File: src/rtl/clk_gate_pkg.sv
// Shared definitions for the clock-gate controller: group FSM state encoding
// and the hold-counter width helper.
package clk_gate_pkg;

  localparam logic [1:0] OFF  = 2'd0;
  localparam logic [1:0] ON   = 2'd1;
  localparam logic [1:0] HOLD = 2'd2;

  typedef enum logic [1:0] {
    S_OFF  = OFF,
    S_ON   = ON,
    S_HOLD = HOLD
  } grp_state_e;

  // Bits needed to hold values 0..hold_cyc, never less than one.
  function automatic int hold_cnt_w(input int hold_cyc);
    int w;
    w = $clog2(hold_cyc + 1);
    return (w < 1) ? 1 : w;
  endfunction

endpackage

File: src/rtl/cg_grp_fsm.sv
// One register group's OFF/ON/HOLD FSM with its hold-off counter and, when
// ACTIVITY_STATS_EN is defined, its saturating gated-cycle counter.
module cg_grp_fsm
  import clk_gate_pkg::*;
#(
  parameter int HOLD_CYC = 4
`ifdef ACTIVITY_STATS_EN
  ,
  parameter int CNT_W    = 16
`endif
) (
  input  logic             CLK,
  input  logic             RST_N,
  input  logic             en_req,
  output logic             open_nxt,
  output logic             grp_active
`ifdef ACTIVITY_STATS_EN
  ,
  input  logic             gate_en,
  input  logic             clr_stats,
  output logic [CNT_W-1:0] gated_cnt
`endif
);

  localparam int             HW        = hold_cnt_w(HOLD_CYC);
  localparam logic [HW-1:0]  HOLD_INIT = (HOLD_CYC > 0) ? HW'(HOLD_CYC - 1) : '0;

  grp_state_e    state, state_nxt;
  logic [HW-1:0] hold_cnt, hold_cnt_nxt;

  always_comb begin
    state_nxt    = state;
    hold_cnt_nxt = hold_cnt;
    case (state)
      S_OFF: begin
        if (en_req) state_nxt = S_ON;
      end
      S_ON: begin
        if (!en_req) begin
          // With no hold configured the gate closes straight from ON.
          if (HOLD_CYC == 0) begin
            state_nxt = S_OFF;
          end else begin
            state_nxt    = S_HOLD;
            hold_cnt_nxt = HOLD_INIT;
          end
        end
      end
      S_HOLD: begin
        if (en_req) begin
          state_nxt = S_ON;
        end else if (hold_cnt == '0) begin
          state_nxt = S_OFF;
        end else begin
          hold_cnt_nxt = hold_cnt - HW'(1);
        end
      end
      default: state_nxt = S_OFF;
    endcase
  end

  assign open_nxt = (state_nxt != S_OFF);

  always_ff @(posedge CLK) begin
    if (!RST_N) begin
      state      <= S_OFF;
      hold_cnt   <= '0;
      grp_active <= 1'b0;
    end else begin
      state      <= state_nxt;
      hold_cnt   <= hold_cnt_nxt;
      grp_active <= (state_nxt == S_ON);
    end
  end

`ifdef ACTIVITY_STATS_EN
  localparam logic [CNT_W-1:0] CNT_MAX = '1;

  // Counts edges on which the registered gate was closed; clear beats increment.
  always_ff @(posedge CLK) begin
    if (!RST_N) begin
      gated_cnt <= '0;
    end else if (clr_stats) begin
      gated_cnt <= '0;
    end else if (!gate_en && (gated_cnt != CNT_MAX)) begin
      gated_cnt <= gated_cnt + CNT_W'(1);
    end
  end
`endif

endmodule

File: src/rtl/clk_gate_ctrl.sv
// Clock-gate enable controller: one hold-off FSM per register group, FORCE_ON
// bypass merged into the registered ICG enables. Optional macro: ACTIVITY_STATS_EN.
module clk_gate_ctrl
  import clk_gate_pkg::*;
#(
  parameter int N_GRP    = 2,
  parameter int HOLD_CYC = 4,
  parameter int CNT_W    = 16
) (
  input  logic                   CLK,
  input  logic                   RST_N,
  input  logic [N_GRP-1:0]       EN_REQ,
  input  logic                   FORCE_ON,
  output logic [N_GRP-1:0]       GATE_EN,
  output logic [N_GRP-1:0]       GRP_ACTIVE
`ifdef ACTIVITY_STATS_EN
  ,
  input  logic                   CLR_STATS,
  output logic [N_GRP*CNT_W-1:0] GATED_CNT
`endif
);

  logic [N_GRP-1:0] open_nxt;

  for (genvar g = 0; g < N_GRP; g++) begin : g_grp
    cg_grp_fsm #(
      .HOLD_CYC (HOLD_CYC)
`ifdef ACTIVITY_STATS_EN
      ,
      .CNT_W    (CNT_W)
`endif
    ) u_fsm (
      .CLK        (CLK),
      .RST_N      (RST_N),
      .en_req     (EN_REQ[g]),
      .open_nxt   (open_nxt[g]),
      .grp_active (GRP_ACTIVE[g])
`ifdef ACTIVITY_STATS_EN
      ,
      .gate_en    (GATE_EN[g]),
      .clr_stats  (CLR_STATS),
      .gated_cnt  (GATED_CNT[g*CNT_W +: CNT_W])
`endif
    );
  end

  // FORCE_ON only widens the gate; the FSMs keep tracking the true requests.
  always_ff @(posedge CLK) begin
    if (!RST_N) begin
      GATE_EN <= '0;
    end else begin
      GATE_EN <= open_nxt | {N_GRP{FORCE_ON}};
    end
  end

endmodule

File: config.mk
export PLATFORM = sky130hd
export DESIGN_NAME = clk_gate_ctrl
export DESIGN_NICKNAME = d
export VERILOG_FILES = /design/src/rtl/clk_gate_pkg.sv /design/src/rtl/cg_grp_fsm.sv /design/src/rtl/clk_gate_ctrl.sv
export SDC_FILE = /design/constraint.sdc
export NUM_CORES = 1
export LEC_CHECK = 0
export ABC_AREA = 0
export CAP_MARGIN = 20
export CORE_UTILIZATION = 35
export DETAILED_ROUTE_END_ITERATION = 8
export SETUP_SLACK_MARGIN = 0.4
export SYNTH_ARGS = -nofsm -noshare
export SYNTH_HDL_FRONTEND = slang
export SYNTH_HIERARCHICAL = 1
export SYNTH_SLANG_ARGS = --single-unit
File: constraint.sdc
create_clock -name CLK -period 1.7 [get_ports CLK]
set_input_delay 0.425 -clock CLK [delete_from_list [all_inputs] [get_ports CLK]]
set_output_delay 0.425 -clock CLK [all_outputs]
set_load 0.02 [all_outputs]
# [Word level (Yosys, flattened, before mapping)]
# Cells that the tools add are included.
[totals] ff_bits=14 inputBits=5 out_inout_bits=4 elab_cells=50
[op_classes] add_sub_neg=2 n_eq_ne=12 n_mux=18 bitwise_logic=1 reduce_logical=10
[op_table] op="$mux 3" n=6
[op_table] op="$mux 2" n=8
[op_table] op="$ne 2x2->1 const B" n=6
[op_table] op="$pmux 2 s3" n=2
[op_table] op="$pmux 3 s2" n=2
[op_table] op="$eq 2x1->1 const B" n=4
[op_table] op="$reduce_and 4->1" n=2
[op_table] op="$reduce_bool 2->1" n=4
[op_table] op="$logic_not 3->1" n=2
[op_table] op="$sub 3x1->3 const B" n=2
[op_table] op="$eq 2x2->1 const B" n=2
[op_table] op="$logic_not 2->1" n=2
[op_table] op="$or 2x2->2" n=1

# [Longest topological paths before layout]
# Gate-level depths: netlist of the first run.
[logic_depth] depth_word=6 depth_mapped=7

# [By module]
# The synthesis of the first run kept the hierarchy.
[modules_own_cells] module="cg_grp_fsm" instances=2 cells_each=30 area_each_um2=276.5 seq_area_each_um2=120.1
[modules_own_cells] module="clk_gate_ctrl" instances=1 cells_each=4 area_each_um2=55.1 seq_area_each_um2=40.0

# [Worst setup path before layout of the first run]
# OpenSTA, ideal clock, no wires.
[synth_path] path_kind="register to register" startpoint="register g_grp[0].u_fsm.hold_cnt[0]" endpoint="register g_grp[0].u_fsm.hold_cnt[2]" setup_time_ns=0.070 arrival_ns=1.283 path_slack_ns=0.347 path_stages_with_launch=7 n_path_buf=0 period_less_slack_ns=1.353 cell_sequence="dfxtp_1 -> inv_1 -> ha_1 -> nor2b_1 -> o21a_1 -> or3_1 -> a21oi_1"
[synth_between] elab_chain_cells=4 elab_cells_between_ends=7 classes_between="add/sub: 1; eq/ne: 1; mux: 3; reduce/logical: 2"
[synth_rtl] element="from (decl)" line_no="cg_grp_fsm.sv:29" source="logic [HW-1:0] hold_cnt, hold_cnt_nxt;"
[synth_rtl] element="from (signal assigned)" line_no="cg_grp_fsm.sv:71" source="hold_cnt <= hold_cnt_nxt;"
[synth_rtl] element="$sub 3x1->3" line_no="cg_grp_fsm.sv:55" source="hold_cnt_nxt = hold_cnt - HW'(1);"
[synth_rtl] element="$mux 3" line_no="cg_grp_fsm.sv:52" source="end else if (hold_cnt == '0) begin"
[synth_rtl] element="$mux 3" line_no="cg_grp_fsm.sv:50" source="if (en_req) begin"
[synth_rtl] element="$pmux 3 s2" line_no="cg_grp_fsm.sv:34" source="case (state)"
# Parallel ways exist; a longest one is shown, timed or not. The select of a mux whose other input is x is not followed.
# A chain may end at the register's enable or synchronous reset.

# [Worst setup path after layout of the first run]
[layout_path] startpoint="register g_grp[1].u_fsm.hold_cnt[1]" endpoint="register g_grp[1].u_fsm.hold_cnt[2]"
[layout_between] elab_chain_cells=4 elab_cells_between_ends=7 classes_between="add/sub: 1; eq/ne: 1; mux: 3; reduce/logical: 2"
[layout_rtl] element="from (decl)" line_no="cg_grp_fsm.sv:29"
[layout_rtl] element="from (signal assigned)" line_no="cg_grp_fsm.sv:71"
[layout_rtl] element="$sub 3x1->3" line_no="cg_grp_fsm.sv:55"
[layout_rtl] element="$mux 3" line_no="cg_grp_fsm.sv:52"
[layout_rtl] element="$mux 3" line_no="cg_grp_fsm.sv:50"
[layout_rtl] element="$pmux 3 s2" line_no="cg_grp_fsm.sv:34"
# Parallel ways exist; a longest one is shown, timed or not. The select of a mux whose other input is x is not followed.

==> results of run 1 <==
[final timing paths]
path | startpoint | to | slack (ns) | cells past startpoint
min reg2reg | g_grp[1].u_fsm/hold_cnt[2]$_SDFFE_PN0P_ | g_grp[1].u_fsm/hold_cnt[2]$_SDFFE_PN0P_ | 0.52 | 2
max | g_grp[1].u_fsm/hold_cnt[1]$_SDFFE_PN0P_ | g_grp[1].u_fsm/hold_cnt[2]$_SDFFE_PN0P_ | 0.34 | 6
min | g_grp[1].u_fsm/hold_cnt[2]$_SDFFE_PN0P_ | g_grp[1].u_fsm/hold_cnt[2]$_SDFFE_PN0P_ | 0.52 | 2
max reg2reg | g_grp[1].u_fsm/hold_cnt[1]$_SDFFE_PN0P_ | g_grp[1].u_fsm/hold_cnt[2]$_SDFFE_PN0P_ | 0.34 | 6
[metrics by stage]
| stage | power, mW | util, % |
|---|---|---|
| floorplan | 0.416 | - |
| detailed placement | 0.458 | 46.7 |
| CTS | 0.660 | 53.1 |
| global placement | 0.459 | 46.7 |
| finish | 0.652 | 53.3 |
| global route | 0.698 | 53.3 |
[where the power goes]
group | internal (mW) | total [mW] | switching, mW
Clock | 0.0819 | 0.178 | 0.0966
Combinational | 0.0631 | 0.117 | 0.0542
Sequential | 0.347 | 0.356 | 0.00922
Total | 0.492 | 0.652 | 0.160
[kinds of logic after synthesis]
| logic type | Yosys count | share of synthesized area (%) |
|---|---|---|
| fa+ha+maj | 4 | 8.23 |
| buf+inv | 6 | 3.70 |
| simple gates | 22 | 21.0 |
| compound gates | 18 | 21.0 |
| flops | 14 | 46.1 |
[Yosys cell counts]
cell	instances	area share [%]
or3_1	4	4.1
nand2b_1	6	6.2
a21oi_1	2	1.6
a21o_1	2	2.5
nor2_1	2	1.2
o211a_1	2	3.3
dfxtp_1	14	46
nand2_1	2	1.2
nor2b_1	2	2.1
inv_1	6	3.7
o21ai_0	6	4.9
o221a_1	2	3.7
and2_1	2	2.1
ha_1	4	8.2
and3_1	4	4.1
o21a_1	4	4.9
[final cells by class]
class                   count  area, um^2  area share (%)
multi-input cells          44         355            42.8
flip-flops and latches     14         285            34.3
repair buffers             15         125            15.1
clock buffers               3        22.5            2.71
inverters                   6        22.5            2.71
well taps                  16        20.0            2.41
[layer usage]
layer | vias up | share of wire [%]
met3 | 2 | 2.6
met4 | 0 | 0.81
met5 | - | 0
met2 | 6 | 41
li1 | 259 | -
met1 | 222 | 55
[critical path, delay by kind of cell, from the launching register on]
family | cells | cell delay, ns
simple gates | 2 | 0.46
compound gates | 2 | 0.31
fa+ha+maj | 1 | 0.14
flops | 1 | 0.34
buf+inv | 1 | 0.05
[flip-flops by register name (all words and copies together), names as in the netlist]
name / flops
g_grp.u_fsm/state: 4
GATE_EN: 2
g_grp.u_fsm/hold_cnt: 6
g_grp.u_fsm/grp_active: 2
[timing repair]
item                                    in CTS  in global routing
pin swaps                                    6                  1
resized for setup                           21                  6
endpoints found under the setup margin      13                 11
setup buffers                                5                  0
==> metrics.md, run 1 <==
| Metric | Value |
|---|---|
| Run status | finished clean |
| Yosys warnings | 6 |
| Required @ worst endpoint | 1.91 ns |
| Flop and latch count out of synthesis | 14 |
| Hold_buf cts | 0 |
| Max Buffers Root-to-Sink | 2 |
| Crit start category | flop |
| Met3 usage | 2.50% |
| CTS sink count | 14 |
| P&R area growth vs syn | 36.6% |
| Die H | 43.7 um |
| CTS tree | done |
| Initial core utilization | 39.0% |
| Core Area | 1560 um^2 |
| Final Wtd Congestion | 0.780 |
| Hpwl dp | 730 um |
| Detailed-route via count | 489 |
| Worst slew margin | 72.3% |
| I/O Buffers | 8 |
| GR Util met2 | 17.0% |
| RSZ-0062 raised after global routing | true |
| Post-route cell area | 831 um^2 |
| Number of DRC markers in iteration 0 | 4 |
| Count of final hold-check violations | 0 |
| # DRC | 0 |
| Period minus WS final | 1.36 ns |
| Post-route ant nets | 0 |
| CP endpoint kind | flop |
| Post-DP Area | 728 um^2 |
| Most frequent cells in the layout | dfxtp_1, buf_4, nand2b_1, o21ai_0 |
| Post-synthesis cell type count | 16 |
| Initial antenna violation count | 0 |
| First-pass GRT wire length | 1910 um |
| Maximum vdd drop | 511 uV |
| Synthesized area per cell | 9.50 um^2 |
| Finished Layout Cells | 98 |
| Post-synthesis cell count | 64 |
| Final setup viols | 0 |
| Pre-CTS setup slack | 0.0940 ns |
| Power Dens Cells | 784 nW/um^2 |
| DIE AREA | 1910 um^2 |
| Arr. time, crit path | 1.57 ns |
| Largest net degree at the start of global routing | 15 |
| Via count of the first global-routing pass | 415 |
| Reg clk slew, reported paths | 0.07 ns |
| CP max-delay cell | or3_1 |
| Seq/Total Area, Yosys | 46.1% |
| Layout cell share with drive strength beyond 1 | 35.4% |
| Commonest non-fill, non-tap cell in the layout | dfxtp_1 |
| CP Class | flop to flop |
| Final WS setup | 0.341 ns |
| CTS Root Buffer Type | clkbuf_4 |
| Drt pass-1 iters | 3 |
| Final Max Slew Viols | 0 |
| GR peak layer | met1 |
| Worst slew pin tran | 0.414 ns |
| Fin Clk Skew | 0.000325 ns |
| Die Width | 43.7 um |
| TritonCTS Buffers | 3 |
| Critical path fanouts, max | 4 |
| Met1 Use GR | 20.9% |
| Final WL | 1120 um |
| Crit path cell chain | inv_2 -> ha_4 -> nor2b_4 -> o21a_1 -> or3_1 -> a21oi_1 |
| Maximum clock rate | 736 MHz |
| Antenna Cells | 0 |
| Min-Delay Path Class | flop to flop |
| # IOs | 9 |
| Routed length per placed instance | 11.4 um |
| Cells after DPL | 90 |
| Final Cycle Share | 79.9% |
| Static Leak | 0.359 nW |
| Max stage delay on crit path | 0.35 ns |
| Gr usage total | 14.0% |
| Clk Latency, worst-skew pair | 0.27 ns |
| # rows | 14 |
| FILL cells | 148 |
| Min Hold Slack | 0.524 ns |
| CTS H-tree depth | 1 |
| Post-layout net count | 93 |
| Setup TNS | 0 ns |
| Max Cap Viol | 0 |
| Grt ovf | 0 |
| Syn Std Cell Area | 608 um^2 |
| Vias/cell | 4.99 |
| Post-Syn Nets | 73 |
(Power assumes the default switching activity.)
==> run 2, diff against run 1 <==
clock period = 1.3 ns   (was 1.7 ns; I/O delays follow)
==> metrics.md, run 2 (same netlist as run 1, synthesis figures left out) <==
| Metric | Value |
|---|---|
| Min-Delay Path Class | primary input to flop |
| Maximum clock rate | 742 MHz (+0.76%) |
| I/O Buffers | 8 (unchanged) |
| Routed length per placed instance | 11.2 um (-1.5%) |
| Final Cycle Share | 104% (+24 points) |
| Final Wtd Congestion | 0.783 (+0.27%) |
| Period minus WS final | 1.35 ns (-0.0103 ns) |
| Grt ovf | 0 (unchanged) |
| Clk Latency, worst-skew pair | 0.27 ns (about the same) |
| Largest delay share family, worst path | simple AND/OR/NAND/NOR gates |
| Sw frac | 24.8% (+0.23 points) |
| Max Buffers Root-to-Sink | 2 (unchanged) |
| Combinational power share | 19.9% (+1.9 points) |
| Die H | 43.7 um (unchanged) |
| Via count of the first global-routing pass | 481 (+16%) |
| Seq pwr share | 53.2% (-1.4 points) |
| Clock power share | 26.9% (-0.5 points) |
| Buf/Inv on CP | 1 (unchanged) |
| Switch Pwr | 0.218 mW (+36%) |
| Required @ worst endpoint | 1.51 ns (-0.40 ns) |
| Final WS setup | -0.0483 ns (-0.390 ns) |
| Reg clk slew, reported paths | 0.08 ns (about the same) |
| Static Leak | 0.393 nW (+9.3%) |
| CTS tree | done |
| Number of DRC markers in iteration 0 | 3 (-1) |
| Maximum vdd drop | 509 uV (-0.32%) |
| # rows | 14 (unchanged) |
| Post-route ant nets | 0 (unchanged) |
| CTS H-tree depth | 1 (unchanged) |
| CP max-delay cell | dfxtp_2 |
| Largest register FFs | 6 (unchanged) |
| Critical path fanouts, max | 4 (unchanged) |
| Power Internal | 0.662 mW (+35%) |
| Drt pass-1 iters | 2 (-1) |
| Max Cap Viol | 0 (unchanged) |
| Cells after DPL | 96 (+6.7%) |
| Biggest register | g_grp.u_fsm/hold_cnt |
| # IOs | 9 (unchanged) |
| Count of final hold-check violations | 0 (unchanged) |
| Crit start category | flop |
| # DRC | 0 (unchanged) |
| Final Max Slew Viols | 0 (unchanged) |
| Worst slew pin tran | 0.201 ns (-0.213 ns) |
| Worst slew margin | 86.5% (+14 points) |
| First-pass GRT wire length | 2020 um (+5.8%) |
| Crit path cell chain | inv_2 -> ha_4 -> nor2b_4 -> o21a_4 -> or3_1 -> a21oi_1 |
| Hold_buf cts | 0 (unchanged) |
| Max stage delay on crit path | 0.33 ns (-0.02 ns) |
| Arr. time, crit path | 1.56 ns (about the same) |
| Biggest regs | g_grp.u_fsm/hold_cnt x6, g_grp.u_fsm/state x4 |
| Vias/cell | 4.84 (-3.0%) |
| Post-layout net count | 96 (+3.2%) |
| Final design utilization | 57.1% (+3.9 points) |
| CTS Root Buffer Type | clkbuf_4 |
| Gr usage total | 15.0% (+0.96 points) |
| Initial antenna violation count | 0 (unchanged) |
| Largest net degree at the start of global routing | 9 (-6) |
| Final WL | 1130 um (+1.5%) |
| Fin Clk Skew | 0.000907 ns (+0.000582 ns) |
| Finished Layout Cells | 101 (+3.1%) |
| Commonest non-fill, non-tap cell in the layout | buf_4 |
| Failing checks | negative setup slack |
| Final setup viols | 4 (+4) |
| Die Width | 43.7 um (unchanged) |
| FILL cells | 139 (-6.1%) |
| Layout cell share with drive strength beyond 1 | 43.5% (+8.2 points) |
| Detailed-route via count | 489 (unchanged) |
| RSZ-0062 raised after global routing | true |
| Antenna Cells | 0 (unchanged) |
| P&R area growth vs syn | 46.5% |
| Initial core utilization | 39.0% (unchanged) |
| CP Class | flop to flop |
| Min Hold Slack | 0.434 ns (-0.0899 ns) |
| Most frequent cells in the layout | buf_4, dfxtp_2, nand2b_1, o21ai_0, dfxtp_1 |
| Power Dens Cells | 989 nW/um^2 (+26%) |
| Core Area | 1560 um^2 (unchanged) |
| CP endpoint kind | flop |
| Hpwl dp | 786 um (+7.6%) |
| TritonCTS Buffers | 3 (unchanged) |
| DIE AREA | 1910 um^2 (unchanged) |
| CTS sink count | 14 (unchanged) |
| Run status | finished with violations |
## run 2: cell count changes in the layout (fill, tap and decap cells not counted), sizes merged
| cell | delta |
|---|---|
| buf | +6 |
| clkdlybuf4s15 | -2 |
| clkbuf | -1 |
| clkdlybuf4s50 | -1 |
| dlymetal6s2s | +1 |
## run 2: worst register-to-register path, delay by kind of cell, from the launching register on
family                     cells  cell delay [ns]
AOI/OAI and AO/OA              2             0.33
adders and majority gates      1             0.15
buffers and inverters          1             0.05
DFF                            1             0.33
and+or+nand+nor                2             0.43
## run 2: final cells by class
class	instances	area (um^2)	area share (%)
clock buffers	3	22.5	2.53
flip-flops and latches	14	290	32.6
multi-input cells	44	369	41.4
inverters	6	22.5	2.53
well taps	16	20.0	2.25
repair buffers	18	166	18.7
## run 2: path summary, 6_finish.rpt
kind	from	slack, ns	to	depth (start not counted)
max	g_grp[0].u_fsm/hold_cnt[1]$_SDFFE_PN0P_	-0.05	g_grp[0].u_fsm/hold_cnt[2]$_SDFFE_PN0P_	6
min	RST_N	0.43	GATE_EN[0]$_SDFF_PN0_	3
max reg2reg	g_grp[0].u_fsm/hold_cnt[1]$_SDFFE_PN0P_	-0.05	g_grp[0].u_fsm/hold_cnt[2]$_SDFFE_PN0P_	6
min reg2reg	g_grp[0].u_fsm/hold_cnt[2]$_SDFFE_PN0P_	0.53	g_grp[0].u_fsm/hold_cnt[2]$_SDFFE_PN0P_	2
## run 2: power by group through the flow
| stage | combinational [mW] | sequential [mW] | clock, mW |
|---|---|---|---|
| after detailed placement | 0.149 | 0.475 | 0 |
| after floorplan | 0.0710 | 0.484 | 0 |
| after global routing | 0.195 | 0.471 | 0.269 |
| final | 0.175 | 0.468 | 0.237 |
| after CTS | 0.165 | 0.469 | 0.247 |
| after global placement | 0.149 | 0.475 | 0 |
## run 2: stage by stage
step	cell area [um^2]	total power, mW	setup WS (ns)	setup TNS (ns)
floorplan	633	0.555	0.0224	0
global placement	793	0.624	-0.213	-1.42
detailed placement	793	0.624	-0.222	-1.51
CTS	863	0.881	-0.0327	-0.0801
global route	891	0.935	-0.121	-0.478
finish	891	0.881	-0.0483	-0.0995
## run 2: what timing repair did
| item | in CTS | in global routing |
|---|---|---|
| endpoints found under the hold margin | 0 | 0 |
| pin swaps | 3 | 3 |
| buffers inserted | 2 | 0 |
| gates resized for setup | 33 | 6 |
| endpoints found under the setup margin | 14 | 17 |
## run 2: routing by layer
layer / vias to the layer above / wire length [um] / GRT usage [%]
met2: 9 / 514 / 22.7
met4: 0 / 10 / 5.63
li1: 266 / - / -
met1: 212 / 549 / 17.9
met3: 2 / 57 / 7.92
met5: - / 0 / 0
